[config.mk]
export PLATFORM = sky130hd
export DESIGN_NAME = punc_controller
export DESIGN_NICKNAME = d
export VERILOG_FILES = /design/src/rtl/punc_controller.sv
export SDC_FILE = /design/constraint.sdc
export NUM_CORES = 1
export LEC_CHECK = 0
export ABC_AREA = 1
export BUFFER_PORTS_ARGS = -buffer_cell sky130_fd_sc_hd__buf_4
export CORE_MARGIN = 2
export CORE_UTILIZATION = 39
export CTS_CLUSTER_SIZE = 28
export DETAILED_ROUTE_END_ITERATION = 10
export HOLD_SLACK_MARGIN = 0.08
export PLACE_DENSITY = 0.8
export SETUP_SLACK_MARGIN = 0.4
export SLEW_MARGIN = 20
export SYNTH_ARGS = -nofsm -noshare
export SYNTH_HDL_FRONTEND = slang
export SYNTH_SLANG_ARGS = --single-unit
[constraint.sdc]
create_clock -name clk -period 1.4 [get_ports clk]
set_clock_uncertainty 0.05 [all_clocks]
set_input_delay 0 -clock clk [delete_from_list [all_inputs] [get_ports clk]]
set_output_delay 0 -clock clk [all_outputs]
set_load 0.02 [all_outputs]
[src/rtl/punc_controller.sv]
// Control FSM for the PUnC LC3 processor: sequences fetch, decode and up to
// three execute cycles, driving every datapath control input from state and IR.
module punc_controller (
    input  logic        clk,
    input  logic        rst,
    input  logic [15:0] ir,
    output logic        mem_wr_en,
    output logic [2:0]  mem_r_addr_sel,
    output logic        state2_sti,
    output logic        str,
    output logic [2:0]  rf_wr_addr,
    output logic [2:0]  rf_r_addr_0,
    output logic [2:0]  rf_r_addr_1,
    output logic        rf_wr_en,
    output logic [1:0]  rf_w_data_sel,
    output logic        ir_ld,
    output logic        jmp_ret_jsrr,
    output logic        pc_ld,
    output logic        pc_clr,
    output logic        pc_up,
    output logic        add_const,
    output logic [1:0]  alu_sel,
    output logic        cc_en,
    output logic        n,
    output logic        z,
    output logic        p,
    output logic [10:0] const_imm,
    output logic [3:0]  sext_select,
    output logic        halted
);
    localparam logic [3:0] OP_BR   = 4'b0000, OP_ADD = 4'b0001, OP_LD  = 4'b0010,
                           OP_ST   = 4'b0011, OP_JSR = 4'b0100, OP_AND = 4'b0101,
                           OP_LDR  = 4'b0110, OP_STR = 4'b0111, OP_NOT = 4'b1001,
                           OP_LDI  = 4'b1010, OP_STI = 4'b1011, OP_JMP = 4'b1100,
                           OP_LEA  = 4'b1110, OP_TRAP = 4'b1111;

    typedef enum logic [2:0] {
        S_FETCH, S_DECODE, S_EXEC1, S_EXEC2, S_EXEC3, S_HALT
    } state_t;

    state_t     state_q, state_d;
    logic [3:0] opcode;

    assign opcode    = ir[15:12];
    assign const_imm = ir[10:0];

    always_ff @(posedge clk) begin
        if (rst) state_q <= S_FETCH;
        else     state_q <= state_d;
    end

    always_comb begin
        state_d = state_q;
        case (state_q)
            S_FETCH:  state_d = S_DECODE;
            S_DECODE: state_d = S_EXEC1;
            S_EXEC1: begin
                case (opcode)
                    OP_LD, OP_LDR, OP_LDI, OP_STI: state_d = S_EXEC2;
                    OP_TRAP:                       state_d = S_HALT;
                    default:                       state_d = S_FETCH;
                endcase
            end
            S_EXEC2:  state_d = (opcode == OP_LDI) ? S_EXEC3 : S_FETCH;
            S_EXEC3:  state_d = S_FETCH;
            S_HALT:   state_d = S_HALT;
            default:  state_d = S_FETCH;
        endcase
    end

    always_comb begin
        mem_wr_en      = 1'b0;
        mem_r_addr_sel = 3'd0;
        state2_sti     = 1'b0;
        str            = 1'b0;
        rf_wr_addr     = 3'd0;
        rf_r_addr_0    = 3'd0;
        rf_r_addr_1    = 3'd0;
        rf_wr_en       = 1'b0;
        rf_w_data_sel  = 2'd0;
        ir_ld          = 1'b0;
        jmp_ret_jsrr   = 1'b0;
        pc_ld          = 1'b0;
        pc_clr         = 1'b0;
        pc_up          = 1'b0;
        add_const      = 1'b0;
        alu_sel        = 2'd0;
        cc_en          = 1'b0;
        n              = 1'b0;
        z              = 1'b0;
        p              = 1'b0;
        sext_select    = 4'b0000;
        halted         = 1'b0;

        // Reset overrides the state decode so no write can slip through mid-instruction.
        if (rst) begin
            pc_clr = 1'b1;
        end else begin
            case (state_q)
                S_FETCH: begin
                    ir_ld = 1'b1;
                    pc_up = 1'b1;
                end
                S_EXEC1: begin
                    case (opcode)
                        OP_ADD, OP_AND: begin
                            rf_r_addr_0 = ir[8:6];
                            rf_r_addr_1 = ir[2:0];
                            add_const   = ir[5];
                            sext_select = 4'b1000;
                            alu_sel     = (opcode == OP_ADD) ? 2'd1 : 2'd2;
                            rf_wr_addr  = ir[11:9];
                            rf_wr_en    = 1'b1;
                            cc_en       = 1'b1;
                        end
                        OP_NOT: begin
                            rf_r_addr_0 = ir[8:6];
                            alu_sel     = 2'd3;
                            rf_wr_addr  = ir[11:9];
                            rf_wr_en    = 1'b1;
                            cc_en       = 1'b1;
                        end
                        OP_BR: begin
                            {n, z, p}   = ir[11:9];
                            sext_select = 4'b0010;
                        end
                        OP_JMP: begin
                            rf_r_addr_0  = ir[8:6];
                            jmp_ret_jsrr = 1'b1;
                            pc_ld        = 1'b1;
                        end
                        OP_JSR: begin
                            rf_wr_addr    = 3'd7;
                            rf_w_data_sel = 2'd1;
                            rf_wr_en      = 1'b1;
                            sext_select   = 4'b0001;
                            pc_ld         = 1'b1;
                            // JSRR reads the base before R7 is overwritten at the edge.
                            if (!ir[11]) begin
                                rf_r_addr_0  = ir[8:6];
                                jmp_ret_jsrr = 1'b1;
                            end
                        end
                        OP_LD: begin
                            mem_r_addr_sel = 3'd1;
                            sext_select    = 4'b0010;
                            rf_w_data_sel  = 2'd2;
                            rf_wr_addr     = ir[11:9];
                            rf_wr_en       = 1'b1;
                        end
                        OP_LDR: begin
                            rf_r_addr_0    = ir[8:6];
                            add_const      = 1'b1;
                            sext_select    = 4'b0100;
                            alu_sel        = 2'd1;
                            mem_r_addr_sel = 3'd4;
                            rf_w_data_sel  = 2'd2;
                            rf_wr_addr     = ir[11:9];
                            rf_wr_en       = 1'b1;
                        end
                        OP_LDI, OP_STI: begin
                            mem_r_addr_sel = 3'd1;
                            sext_select    = 4'b0010;
                        end
                        OP_LEA: begin
                            rf_w_data_sel = 2'd3;
                            sext_select   = 4'b0010;
                            rf_wr_addr    = ir[11:9];
                            rf_wr_en      = 1'b1;
                        end
                        OP_ST: begin
                            rf_r_addr_0 = ir[11:9];
                            sext_select = 4'b0010;
                            mem_wr_en   = 1'b1;
                        end
                        OP_STR: begin
                            rf_r_addr_0 = ir[8:6];
                            rf_r_addr_1 = ir[11:9];
                            add_const   = 1'b1;
                            sext_select = 4'b0100;
                            alu_sel     = 2'd1;
                            str         = 1'b1;
                            mem_wr_en   = 1'b1;
                        end
                        default: ;
                    endcase
                end
                S_EXEC2: begin
                    case (opcode)
                        OP_LDI: begin
                            mem_r_addr_sel = 3'd2;
                            rf_w_data_sel  = 2'd2;
                            rf_wr_addr     = ir[11:9];
                            rf_wr_en       = 1'b1;
                        end
                        OP_STI: begin
                            state2_sti  = 1'b1;
                            mem_wr_en   = 1'b1;
                            rf_r_addr_0 = ir[11:9];
                        end
                        default: begin
                            rf_r_addr_0 = ir[11:9];
                            cc_en       = 1'b1;
                        end
                    endcase
                end
                S_EXEC3: begin
                    rf_r_addr_0 = ir[11:9];
                    cc_en       = 1'b1;
                end
                S_HALT:  halted = 1'b1;
                default: ;
            endcase
        end
    end
endmodule

Yosys cells after proc, flatten, opt, wreduce, memory -nomap -nowiden
Index checks and enable logic that the tools add are counted.
Cells by class
  shift-type cells: 0
  order comparisons: 0
  equal/unequal tests: 18
  $add $sub $neg: 0
  mux-type cells: 71
  bitwise gates (word level): 0
  div/mod/pow operators: 0
  reduce and logical (&&, ||, !) cells: 15
  multiply operators: 0
Operators by type and width (count)
  1-bit two-way mux: 36
  3-bit one-hot mux with 2 select lines: 6
  3-bit two-way mux: 9
  4-bit == test, second input constant: 6
  3-bit one-hot mux with 3 select lines: 2
  6-bit OR reduction: 3
  4-bit by 3-bit == test with 1-bit output, second input constant: 4
  4-bit one-hot mux with 4 select lines: 1
  3-bit one-hot mux with 5 select lines: 1
  2-bit two-way mux: 6
  2-bit one-hot mux with 3 select lines: 2
  2-bit OR reduction: 6
  4-bit by 2-bit == test with 1-bit output, second input constant: 2
  4-bit two-way mux: 2
  1-bit one-hot mux with 2 select lines: 4
  7-bit OR reduction: 1
  3-bit by 2-bit == test with 1-bit output, second input constant: 2
  3-bit == test, second input constant: 2
  3-bit OR reduction: 2
  4-bit by 1-bit == test with 1-bit output, second input constant: 1
  4-bit logical NOT: 1
  2-bit one-hot mux with 2 select lines: 1
  4-bit OR reduction: 1
  3-bit by 1-bit == test with 1-bit output, second input constant: 1
  2 further kinds: 2
Word-level totals
  bits in writable memories: 0
  register bits after elaboration: 3
  memories kept: 0
  latch bits: 0
  bits in read-only memories: 0
  input bits: 18

Logic depth before layout (Yosys ltp)
Gate-level depths: netlist (run 1).
  depth in word-level cells: 5
  depth in mapped cells: 9
  depth with buffers taken out: 8

Worst setup path before layout (run 1)
OpenSTA, ideal clock, no wires.
  path type: register to output
  start point: register state_q[2]
  end point: output port p
  path buffers: 1
  setup slack: 14 ps
  stages on the path, launching flop included: 7
  arrival: 1336 ps
  required time: 1350 ps
  path through: dfxtp_1 > inv_2 > nand3_2 > nor2_4 > inv_2 > buf_2 > nor3_1
Between the ends
  longest elaborated chain between the ends: 3
Ends and longest elaborated chain
  start, declared: line 41  | state_t state_q, state_d;
  start signal, assigned: line 49  | else state_q <= state_d;
  3-bit by 2-bit == test with 1-bit output: line 99  | case (state_q)
  1-bit two-way mux: line 99
  1-bit two-way mux: line 96  | if (rst) begin
  end, declared: line 26  | output logic p,
No other way between the ends.

Worst setup path in the final report (run 1)
  start point: register state_q[2]
  end point: output port rf_r_addr_0[1]
Between the ends
  longest elaborated chain between the ends: 3
Ends and longest elaborated chain
  3-bit == test / 3-bit by 2-bit == test with 1-bit output (equally long branches): line 99
  3-bit one-hot mux with 3 select lines (*): line 99
  3-bit two-way mux (*): line 96
  end, declared: line 12  | output logic [2:0] rf_r_addr_0,
Every way passes the cells marked *; elsewhere a longest branch is shown, timed or not.

==> impl_metrics.csv, run 1 <==
group,metric,value,unit
placed_design,place_inst,223,
synthesis,synth_cell_types,25,
synthesis,ys.flop_type,"dfxtp_1",
worst_setup_path,cp_max_fo,3,
worst_setup_path,cp-startpoint,"state_q[2]",
synthesis,ys_ff_latch,3,
sta,setup_viol,21,
placed_design,gp_congestion,0.952,
layout,finalInstanceArea,0.00177,mm²
global_routing,grt_start_max_net_pins,19,
layout,nFillCells,83,
global_routing,grt_use_total,24.1,%
clocking,insertion_delay,0.24,ns
synthesis,synth_nets,172,
power,total_power,0.000687,W
global_routing,grt_pass1_wl,4.75,mm
sta,tightestPinTransition,0.469,ns
sta,fin_crit,1.55,ns
detailed_routing,viasPerCell,5.60,
worst_setup_path,path_buf_inv,3,
worst_setup_path,crit_family,"flip-flops",
clocking,cts_buffers,3,
worst_setup_path,endpoint,"rf_r_addr_0[1]",
worst_setup_path,cp_num_cells,8,
synthesis,ys_async_sr_fraction,0,%
layout,top_regs,"state_q x3",
flow_run,cap_violations,0,
floorplan,initial_utilization,41.1,%
layout,area_delta_synth_final,122,%
detailed_routing,detail_route.wl_per_cell,17.9,µm
sta,clock.fmax,647,MHz
global_routing,antenna_found_initial,0,
detailed_routing,firstDrtPassIters,4,
synthesis,synth_top_area_cell,"nand2_1",
worst_setup_path,critPathArrivalTime,1.50,ns
clocking,ctsRootBufferMaster,"clkbuf_4",
placed_design,dp_slack,0.0453,ns
synthesis,syn_avg_cell_area,5.18,µm²
worst_setup_path,critPathLaunchType,"flip-flop",
synthesis,synth_top_cells_by_area,"nand2_1, buf_4, nor2_1, inv_1, a21oi_1",
status,outcome,"complete, but fails checks",
layout,stdcell_count,242,
detailed_routing,drtIter0Drc,40,
floorplan,rows,16,
sta,slew_viol_final,0,
layout,antenna_cells,0,
sta,fin_crit_sh,110,%
sta,hold_viol,0,
global_routing,grt_pass1_vias,1114,
floorplan,core-area,0.00194,mm²
worst_setup_path,cp-end-kind,"primary output",
layout,regMostFlops,"state_q",
detailed_routing,wl,4.34,mm
placed_design,portBuffers,59,
layout,final_nets,234,
clocking,clockBufferDepth,2,
synthesis,synth_warnings,0,
floorplan,io_pins,64,
clocking,clk_pin_slew_worst_paths,0.04,ns
detailed_routing,drcViolationCount,0,
worst_setup_path,cp_cell_sequence,"inv_4 > nand2_2 > nor2_4 > inv_2 > o21ai_4 > nand2_1 > a21oi_2 > buf_4",
detailed_routing,vias,1355,
detailed_routing,ant_nets,0,
sta,setup_tns,-1.49,ns
layout,drive_gt1_share,67.9,%
worst_setup_path,slowest_delay,0.34,ns
sta,slew_headroom,68.5,%
synthesis,yosys.cell_count.top_type,"nand2_1",
synthesis,syn_area,798,µm²
clocking,cts_tree,"built",
global_routing,grt_overflow,0,
worst_setup_path,crit_slowest_cell,"dfxtp_2",
floorplan,dieHeight,49.2,µm
power,peakVddDrop,0.829,mV
clocking,htreeDepth,1,
worst_setup_path,r2r_cells,7,
placed_design,place_area,0.00132,mm²
placed_design,place_hpwl,2.19,mm
sta,fin_ws,-0.145,ns
status,violations,"setup timing",
clocking,clock_sinks,3,
worst_setup_path,r2r-start,"state_q[2]",
floorplan,die_w,49.2,µm
power,leakage,0.870,nW
worst_setup_path,reg2reg_setup_slack,0.27,ns
synthesis,synth.top_cell.area_share,19.7,%
floorplan,die_area,0.00242,mm²
synthesis,synth_seq_area_share,7.52,%
sta,rsz0062_at_grt,"yes",
layout,largest_register_ffs,3,
power,power.density,388,mW/mm²
worst_setup_path,crit_required,1.35,ns
hold_path,hold_class,"in -> reg",
synthesis,synth_edf_count,0,
synthesis,syn_inst,154,
worst_setup_path,reg2reg_to,"state_q[0]",
synthesis,ys_top_cells_by_count,"nand2_1, nor2_1, inv_1",
worst_setup_path,worst-setup-path-type,"reg -> out",
[cells by family (layout without fill, tap and decap cells)]
group	Yosys count	in the layout	share of synthesized area, %
AOI/OAI and AO/OA	21	21	14.6
DFF	3	3	7.52
and+or+nand+nor	88	88	50.5
buffers and inverters	42	103	27.4
[power breakdown]
group          switching, W  leakage, nW  internal [W]
sequential       0.00000910       0.0261     0.0000931
clock             0.0000452       0.0150      0.000107
combinational      0.000273        0.828      0.000160
[per-layer routing]
layer	share of wire, %	vias to the layer above	wire, µm	global-route usage [%]
met5	0	-	0	0
met4	4.3	0	188	9.05
met3	5.9	20	255	3.07
met2	51	88	2200	44.4
met1	39	645	1690	28.0
li1	-	602	-	-
[cell type report]
| type | count | area [µm²] | area share (%) |
|---|---|---|---|
| Timing Repair Buffer | 74 | 673 | 38.0 |
| Tap cell | 27 | 33.8 | 1.91 |
| Inverter | 24 | 110 | 6.21 |
| Sequential cell | 3 | 66.3 | 3.74 |
| Clock buffer | 4 | 26.3 | 1.48 |
| Multi-Input combinational cell | 109 | 851 | 48.0 |
| Timing Repair inverter | 1 | 11.3 | 0.636 |
[cell usage in the layout (no fill, tap or decap), types with 7 or more instances in the layout]
| cell type | count |
|---|---|
| nor2_2 | 7 |
| nor2_4 | 10 |
| buf_4 | 42 |
| inv_2 | 8 |
| buf_6 | 30 |
| nand2_1 | 31 |
| nor2_1 | 8 |
| inv_1 | 11 |
| nand2_2 | 7 |
[metrics by stage]
stage	hold slack (ns)	util, %
after floorplan	-0.0130	-
after global placement	-0.0498	68.0
after detailed placement	-0.0498	68.0
after CTS	0.0922	81.5
after global routing	0.138	91.2
final	0.110	91.2
[what timing repair did]
action,4_1_cts,5_1_grt
endpoints found under the hold margin,2,0
cloned,1,0
resized for setup,36,49
endpoints found under the setup margin,37,37
pin swaps,16,7
buffers inserted,11,1
hold buffers,2,0
[how the worst min path moves through the flow]
stage	slack [ns]	start	depth (start not counted)	endpoint
final	0.11	rst	2	state_q[1]
after global routing	0.14	rst	2	state_q[1]
after CTS	0.09	rst	2	state_q[1]
after detailed placement	-0.05	ir[3]	0	const_imm[3]
after global placement	-0.05	ir[3]	0	const_imm[3]
after floorplan	-0.01	ir[12]	1	pc_ld
Note: power is estimated with default switching activity, not from simulation.
==> inputs of run 2 (changes only) <==
CORE_ASPECT_RATIO = 1.5   (was not set)
==> impl_metrics.csv, run 2 (synthesis results as in run 1) <==
group,metric,value,unit
clocking,htreeDepth,1,
placed_design,place_hpwl,2.22,mm
detailed_routing,drtIter0Drc,78,
sta,setup_viol,26,
clocking,clockBufferDepth,2,
clocking,ctsRootBufferMaster,"clkbuf_4",
placed_design,place_inst,218,
power,power.density,387,mW/mm²
global_routing,grt_use_total,30.0,%
sta,clock.fmax,634,MHz
hold_path,min_to,"state_q[2]",
detailed_routing,ant_nets,0,
clocking,cts_buffers,3,
hold_path,hp-start,"rst",
sta,hold_viol,0,
layout,regMostFlops,"state_q",
status,outcome,"complete, but fails checks",
worst_setup_path,critPathArrivalTime,1.53,ns
hold_path,hold_class,"in -> reg",
floorplan,dieHeight,59.4,µm
worst_setup_path,reg2reg_to,"state_q[0]",
detailed_routing,detail_route.wl_per_cell,17.5,µm
worst_setup_path,crit_slowest_cell,"dfxtp_2",
layout,layout_common_cells,"buf_4, nand2_1, buf_6",
power,p_int,0.000355,W
floorplan,core-area,0.00198,mm²
sta,hold_ws,0.144,ns
power,leakage,0.847,nW
sta,fin_ws,-0.176,ns
placed_design,portBuffers,59,
layout,seq_area,66.3,µm²
clocking,clock_sinks,3,
sta,tightestPinTransition,0.607,ns
floorplan,initial_utilization,40.4,%
power,p_sw,0.000325,W
global_routing,grt_start_max_net_pins,19,
layout,stdcell_count,238,
power,switching_share,47.8,%
worst_setup_path,cp_cell_sequence,"inv_4 > nand3_4 > inv_4 > nand3_2 > nand3_4 > a21oi_2 > nor2_2 > buf_4",
worst_setup_path,crit_family,"simple AND/OR/NAND/NOR gates",
layout,finish.utilization,88.9,%
worst_setup_path,path_buf_inv,3,
layout,top_regs,"state_q x3",
layout,area_delta_synth_final,120,%
detailed_routing,viasPerCell,5.72,
worst_setup_path,slowest_delay,0.33,ns
layout,nFillCells,94,
detailed_routing,drcViolationCount,0,
sta,rsz0062_at_grt,"yes",
floorplan,die_area,0.00243,mm²
layout,layout_commonest_cell,"buf_4",
clocking,insertion_delay,0.24,ns
worst_setup_path,reg2reg_setup_slack,0.19,ns
status,violations,"setup timing",
worst_setup_path,crit_required,1.35,ns
detailed_routing,vias,1362,
sta,slew_viol_final,0,
layout,drive_gt1_share,67.6,%
layout,largest_register_ffs,3,
power,seqPwrFrac,15.2,%
worst_setup_path,r2r_cells,8,
detailed_routing,wl,4.17,mm
layout,antenna_cells,0,
sta,slew_headroom,59.2,%
global_routing,grt_pass1_wl,5.11,mm
worst_setup_path,r2r-start,"state_q[2]",
placed_design,gp_congestion,0.842,
global_routing,antenna_found_initial,0,
layout,final_nets,235,
power,combinationalPowerShare,61.2,%
worst_setup_path,worst-setup-path-type,"reg -> out",
clocking,clk_pin_slew_worst_paths,0.04,ns
clocking,cts_tree,"built",
sta,fin_crit_sh,113,%
global_routing,grt_overflow,0,
detailed_routing,firstDrtPassIters,4,
flow_run,cap_violations,0,
worst_setup_path,cp_max_fo,8,
global_routing,grt_pass1_vias,1232,
worst_setup_path,cp-end-kind,"primary output",
layout,multiInputGateArea,842,µm²
power,peakVddDrop,0.499,mV
sta,fin_crit,1.58,ns
worst_setup_path,critPathLaunchType,"flip-flop",
power,total_power,0.000680,W
floorplan,io_pins,64,
sta,setup_tns,-2.29,ns
floorplan,die_w,40.9,µm
power,clkPwrFrac,23.6,%
hold_path,holdPathStages,4,
floorplan,rows,20,
run 2: changes by cell type in the layout (fill, tap and decap cells not counted), moves of 2 or more:
cell and change:
buf_6 -6, buf_4 +5, inv_1 +2, nand2_2 +2, inv_2 -2, nand2_4 -2
run 2: per-stage QoR:
step                      setup slack [ns]  cell area (µm²)
after floorplan                      0.204              977
after global placement              0.0699             1320
after detailed placement            0.0571             1320
after CTS                          -0.0852             1640
after global routing                -0.214             1760
final                               -0.176             1760
run 2: how the worst max path moves through the flow:
stage	startpoint	end	depth (start not counted)
global placement	state_q[2]	rf_wr_en	6
detailed placement	state_q[2]	rf_wr_en	6
finish	state_q[0]	rf_wr_addr[0]	8
CTS	state_q[0]	rf_r_addr_1[2]	9
floorplan	state_q[2]	rf_r_addr_0[1]	7
global route	state_q[0]	rf_wr_addr[0]	8
run 2: worst min-delay path, delay by kind of cell:
family / cells / cell delay, ns
buf+inv: 3 / 0.35
simple gates: 1 / 0.05
run 2: cell type report:
class | instances | area share [%]
multi-input combinational | 109 | 47.9
timing repair inverter | 1 | 0.641
clock buffer | 4 | 1.50
inverter | 24 | 6.27
timing repair buffer | 75 | 38.3
tap | 22 | 1.57
sequential | 3 | 3.77
run 2: routing by layer:
| layer | track usage (%) | vias up | routed length (µm) |
|---|---|---|---|
| li1 | - | 606 | - |
| met1 | 28.4 | 608 | 1220 |
| met2 | 53.3 | 110 | 2310 |
| met3 | 4.51 | 38 | 343 |
| met4 | 21.0 | 0 | 293 |
| met5 | 0 | - | 0 |
run 2: what timing repair did:
item,in CTS,in global routing
setup endpoints to repair,37,37
gates cloned,1,0
gates resized for setup,51,24
hold buffers,3,0
endpoints found under the hold margin,3,0
buffers inserted,9,3
pin swaps,15,16
run 2: power groups by stage:
stage	logic, W	clock network (W)	registers, W
floorplan	0.000228	0	0.0000972
detailed placement	0.000302	0	0.0000978
finish	0.000416	0.000160	0.000103
CTS	0.000369	0.000166	0.000101
global route	0.000440	0.000170	0.000103
global placement	0.000296	0	0.0000975
==> inputs of run 3 (changes only) <==
ABC_AREA = not set   (was 1)
CORE_ASPECT_RATIO = not set   (was 1.5)
CORE_UTILIZATION = 41   (was 39)
PLACE_DENSITY = 0.81   (was 0.8)
SLEW_MARGIN = not set   (was 20)
==> impl_metrics.csv, run 3 <==
group,metric,value,unit
synthesis,synth_nets,143,
floorplan,initial_utilization,44.5,%
floorplan,dieHeight,50.6,µm
synthesis,syn_inst,125,
placed_design,portBuffers,59,
status,lastStage,"global routing",
global_routing,grt_start_max_net_pins,13,
clocking,clockBufferDepth,2,
status,outcome,"did not finish",
synthesis,ys.flop_type,"dfxtp_1",
synthesis,synth_seq_area_share,6.74,%
synthesis,synth.top_cell.area_share,11.0,%
floorplan,rows,16,
synthesis,synth_cell_types,45,
placed_design,gp_congestion,0.851,
global_routing,antenna_found_initial,1,
synthesis,synth_top_area_cell,"buf_4",
synthesis,synth_edf_count,0,
placed_design,place_hpwl,2.73,mm
synthesis,ys_async_sr_fraction,0,%
clocking,clock_sinks,3,
synthesis,synth_warnings,0,
synthesis,syn_area,891,µm²
synthesis,synth_top_cells_by_area,"buf_4, dfxtp_1, a22o_1, nor2_1, nand2b_1",
sta,worst_path_end_type,"output port",
synthesis,syn_avg_cell_area,7.13,µm²
floorplan,io_pins,64,
synthesis,ys_top_cells_by_count,"buf_4, nor2_1, a21oi_1, nand2b_1",
synthesis,ys_ff_latch,3,
clocking,ctsRootBufferMaster,"clkbuf_4",
clocking,htreeDepth,1,
sta,crit_endpoint,"rf_r_addr_0[0]",
floorplan,die_w,50.6,µm
clocking,cts_buffers,3,
synthesis,yosys.cell_count.top_type,"buf_4",
status,tool.error,"[ERROR DPL-0033] detailed placement checks failed during check placement.",
==> run 3: cell count changes after synthesis, sizes merged, moves of 4 or more <==
cell    delta
clkbuf     +4
nand2b     +7
nand2     -38
nand3      -9
inv       -20
nor2      -11
a31o       +4
a21oi      -4
a22o       +6
==> run 3: repair_timing <==
item / CTS
setup endpoints to repair: 37
pin swaps: 23
hold endpoints to repair: 2
hold buffers: 2
setup buffers: 9
gates resized for setup: 41
==> run 3: metrics by stage <==
stage                     util (%)  std cells  area (µm²)  setup slack (ns)
after detailed placement      80.9        213        1620            -0.292
after floorplan                  -        125        1140            -0.306
after CTS                     94.9        228        1900            -0.476
after global placement        80.9        213        1620            -0.228
==> run 3: logic make-up after synthesis <==
logic type	after synthesis	share of synthesized area [%]
buffers and inverters	27	19.0
AOI/OAI and AO/OA	33	27.7
and+or+nand+nor	59	43.7
DFF	3	6.74
xor gates and xnor gates	3	2.95
==> inputs of run 4 (changes only) <==
CORE_AREA = 2 2 63 65   (was not set)
CORE_MARGIN = not set   (was 2)
CORE_UTILIZATION = not set   (was 41)
CTS_CLUSTER_SIZE = not set   (was 28)
DIE_AREA = 0 0 65 67   (was not set)
HOLD_SLACK_MARGIN = not set   (was 0.08)
PLACE_DENSITY = not set   (was 0.81)
PLACE_DENSITY_LB_ADDON = 0.15   (was not set)
SETUP_SLACK_MARGIN = not set   (was 0.4)
==> impl_metrics.csv, run 4 <==
group,metric,value,unit
sta,rsz0062_at_grt,"yes",
floorplan,initial_utilization,24.7,%
worst_setup_path,worst-setup-path-type,"reg -> out",
sta,hold_ws,0.106,ns
clocking,ctsRootBufferMaster,"clkbuf_8",
synthesis,synth.top_cell.area_share,11.0,%
sta,fin_crit,1.88,ns
synthesis,synth_nets,143,
sta,slew_headroom,73.9,%
layout,finish.utilization,54.1,%
global_routing,grt_overflow,0,
synthesis,ys_async_sr_fraction,0,%
layout,top_regs,"state_q x3",
detailed_routing,vias,1265,
clocking,cts_buffers,3,
sta,fin_crit_sh,134,%
global_routing,antenna_found_initial,0,
flow_run,cap_violations,0,
worst_setup_path,cp_cell_sequence,"buf_4 > buf_6 > nand2_4 > buf_4 > nor4_2 > a311o_1 > a22o_4 > buf_6",
clocking,clockBufferDepth,2,
status,violations,"setup timing",
floorplan,core-area,0.00361,mm²
layout,largest_register_ffs,3,
clocking,clk_pin_slew_worst_paths,0.03,ns
synthesis,yosys.cell_count.top_type,"buf_4",
floorplan,io_pins,64,
power,total_power,0.000817,W
floorplan,rows,22,
hold_path,holdPathStages,3,
floorplan,die_w,65,µm
detailed_routing,detail_route.wl_per_cell,14.1,µm
synthesis,syn_area,891,µm²
layout,area_delta_synth_final,119,%
layout,antenna_cells,0,
placed_design,place_hpwl,2.67,mm
global_routing,grt_pass1_wl,5.59,mm
clocking,cts_tree,"built",
layout,regMostFlops,"state_q",
synthesis,ys_ff_latch,3,
sta,clock.fmax,533,MHz
sta,tightestPinTransition,0.389,ns
layout,drive_gt1_share,71.2,%
detailed_routing,drtIter0Drc,25,
synthesis,synth_seq_area_share,6.74,%
detailed_routing,viasPerCell,5.00,
sta,slew_viol_final,0,
sta,setup_tns,-11.73,ns
synthesis,syn_avg_cell_area,7.13,µm²
sta,fin_ws,-0.477,ns
worst_setup_path,critPathArrivalTime,1.83,ns
layout,layout_common_cells,"buf_4, buf_6, nor2_1",
detailed_routing,ant_nets,0,
worst_setup_path,slowest_delay,0.40,ns
global_routing,grt_use_total,16.2,%
layout,layout_commonest_cell,"buf_4",
worst_setup_path,r2r_cells,3,
worst_setup_path,crit_required,1.35,ns
synthesis,ys.flop_type,"dfxtp_1",
detailed_routing,drcViolationCount,0,
hold_path,hold_class,"in -> reg",
placed_design,gp_congestion,0.786,
floorplan,dieHeight,67,µm
synthesis,synth_warnings,0,
status,outcome,"complete, but fails checks",
global_routing,grt_start_max_net_pins,13,
global_routing,grt_pass1_vias,1262,
floorplan,die_area,0.00436,mm²
worst_setup_path,cp-end-kind,"primary output",
detailed_routing,wl,3.56,mm
synthesis,syn_inst,125,
synthesis,synth_top_area_cell,"buf_4",
sta,hold_viol,0,
power,power.density,418,mW/mm²
power,peakVddDrop,0.236,mV
placed_design,portBuffers,59,
worst_setup_path,crit_slowest_cell,"a311o_1",
synthesis,synth_edf_count,0,
power,leakage,0.907,nW
layout,final_nets,224,
worst_setup_path,critPathLaunchType,"flip-flop",
clocking,insertion_delay,0.21,ns
sta,setup_viol,34,
synthesis,synth_cell_types,45,
synthesis,ys_top_cells_by_count,"buf_4, nor2_1, a21oi_1, nand2b_1",
clocking,clock_sinks,3,
worst_setup_path,cp_max_fo,7,
clocking,htreeDepth,1,
placed_design,place_inst,235,
detailed_routing,firstDrtPassIters,4,
layout,stdcell_count,253,
synthesis,synth_top_cells_by_area,"buf_4, dfxtp_1, a22o_1, nor2_1, nand2b_1",
[run 4: cells by family after synthesis]
| kind of cell | Yosys count | share of synthesized area, % |
|---|---|---|
| xor+xnor | 3 | 2.95 |
| flops | 3 | 6.74 |
| compound gates | 33 | 27.7 |
| simple gates | 59 | 43.7 |
| buf+inv | 27 | 19.0 |
[run 4: final timing paths]
path         startpoint              to  slack [ns]
min                 rst      state_q[0]        0.11
max          state_q[0]  rf_r_addr_0[1]       -0.48
max reg2reg  state_q[0]      state_q[2]       -0.12
min reg2reg  state_q[2]      state_q[1]        0.57
[run 4: layout make-up]
class / instances / area, µm²
well taps: 48 / 60.1
flip-flops and latches: 3 / 71.3
repair buffers: 98 / 846
inverters: 4 / 15.0
multi-input cells: 96 / 915
clock buffers: 4 / 45.0
fillers: 344 / 1650
[run 4: per-layer routing]
metal / GRT usage, % / vias up / part of all wire, %
met1: 19.7 / 590 / 40
met4: 5.05 / 0 / 0
met3: 3.21 / 0 / 7.4
li1: - / 612 / -
met5: 0 / - / 0
met2: 28.6 / 63 / 52
[run 4: repair_timing]
action,in CTS,in global routing
pin swaps,12,12
hold buffers,2,0
setup endpoints to repair,32,32
buffers inserted,2,9
cloned,1,0
endpoints found under the hold margin,2,0
gates resized for setup,43,13
[run 4: power by group]
part           switching (W)  total [W]  internal [W]
Clock              0.0000565   0.000251      0.000194
Sequential         0.0000106   0.000102     0.0000916
Combinational       0.000237   0.000464      0.000227
Total               0.000304   0.000817      0.000513
[run 4: through the flow]
| step | cell area (µm²) | setup slack (ns) |
|---|---|---|
| floorplan | 1040 | -0.308 |
| global placement | 1580 | -0.366 |
| detailed placement | 1580 | -0.327 |
| CTS | 1830 | -0.488 |
| global route | 1950 | -0.530 |
| finish | 1950 | -0.477 |
[run 4: critical path: cells and delay by family, from the launching register on]
family / cells / cell delay, ns
AND/OR/NAND/NOR: 2 / 0.10
buffers and inverters: 4 / 0.48
flip-flops: 1 / 0.35
AO/OA/AOI/OAI: 2 / 0.69
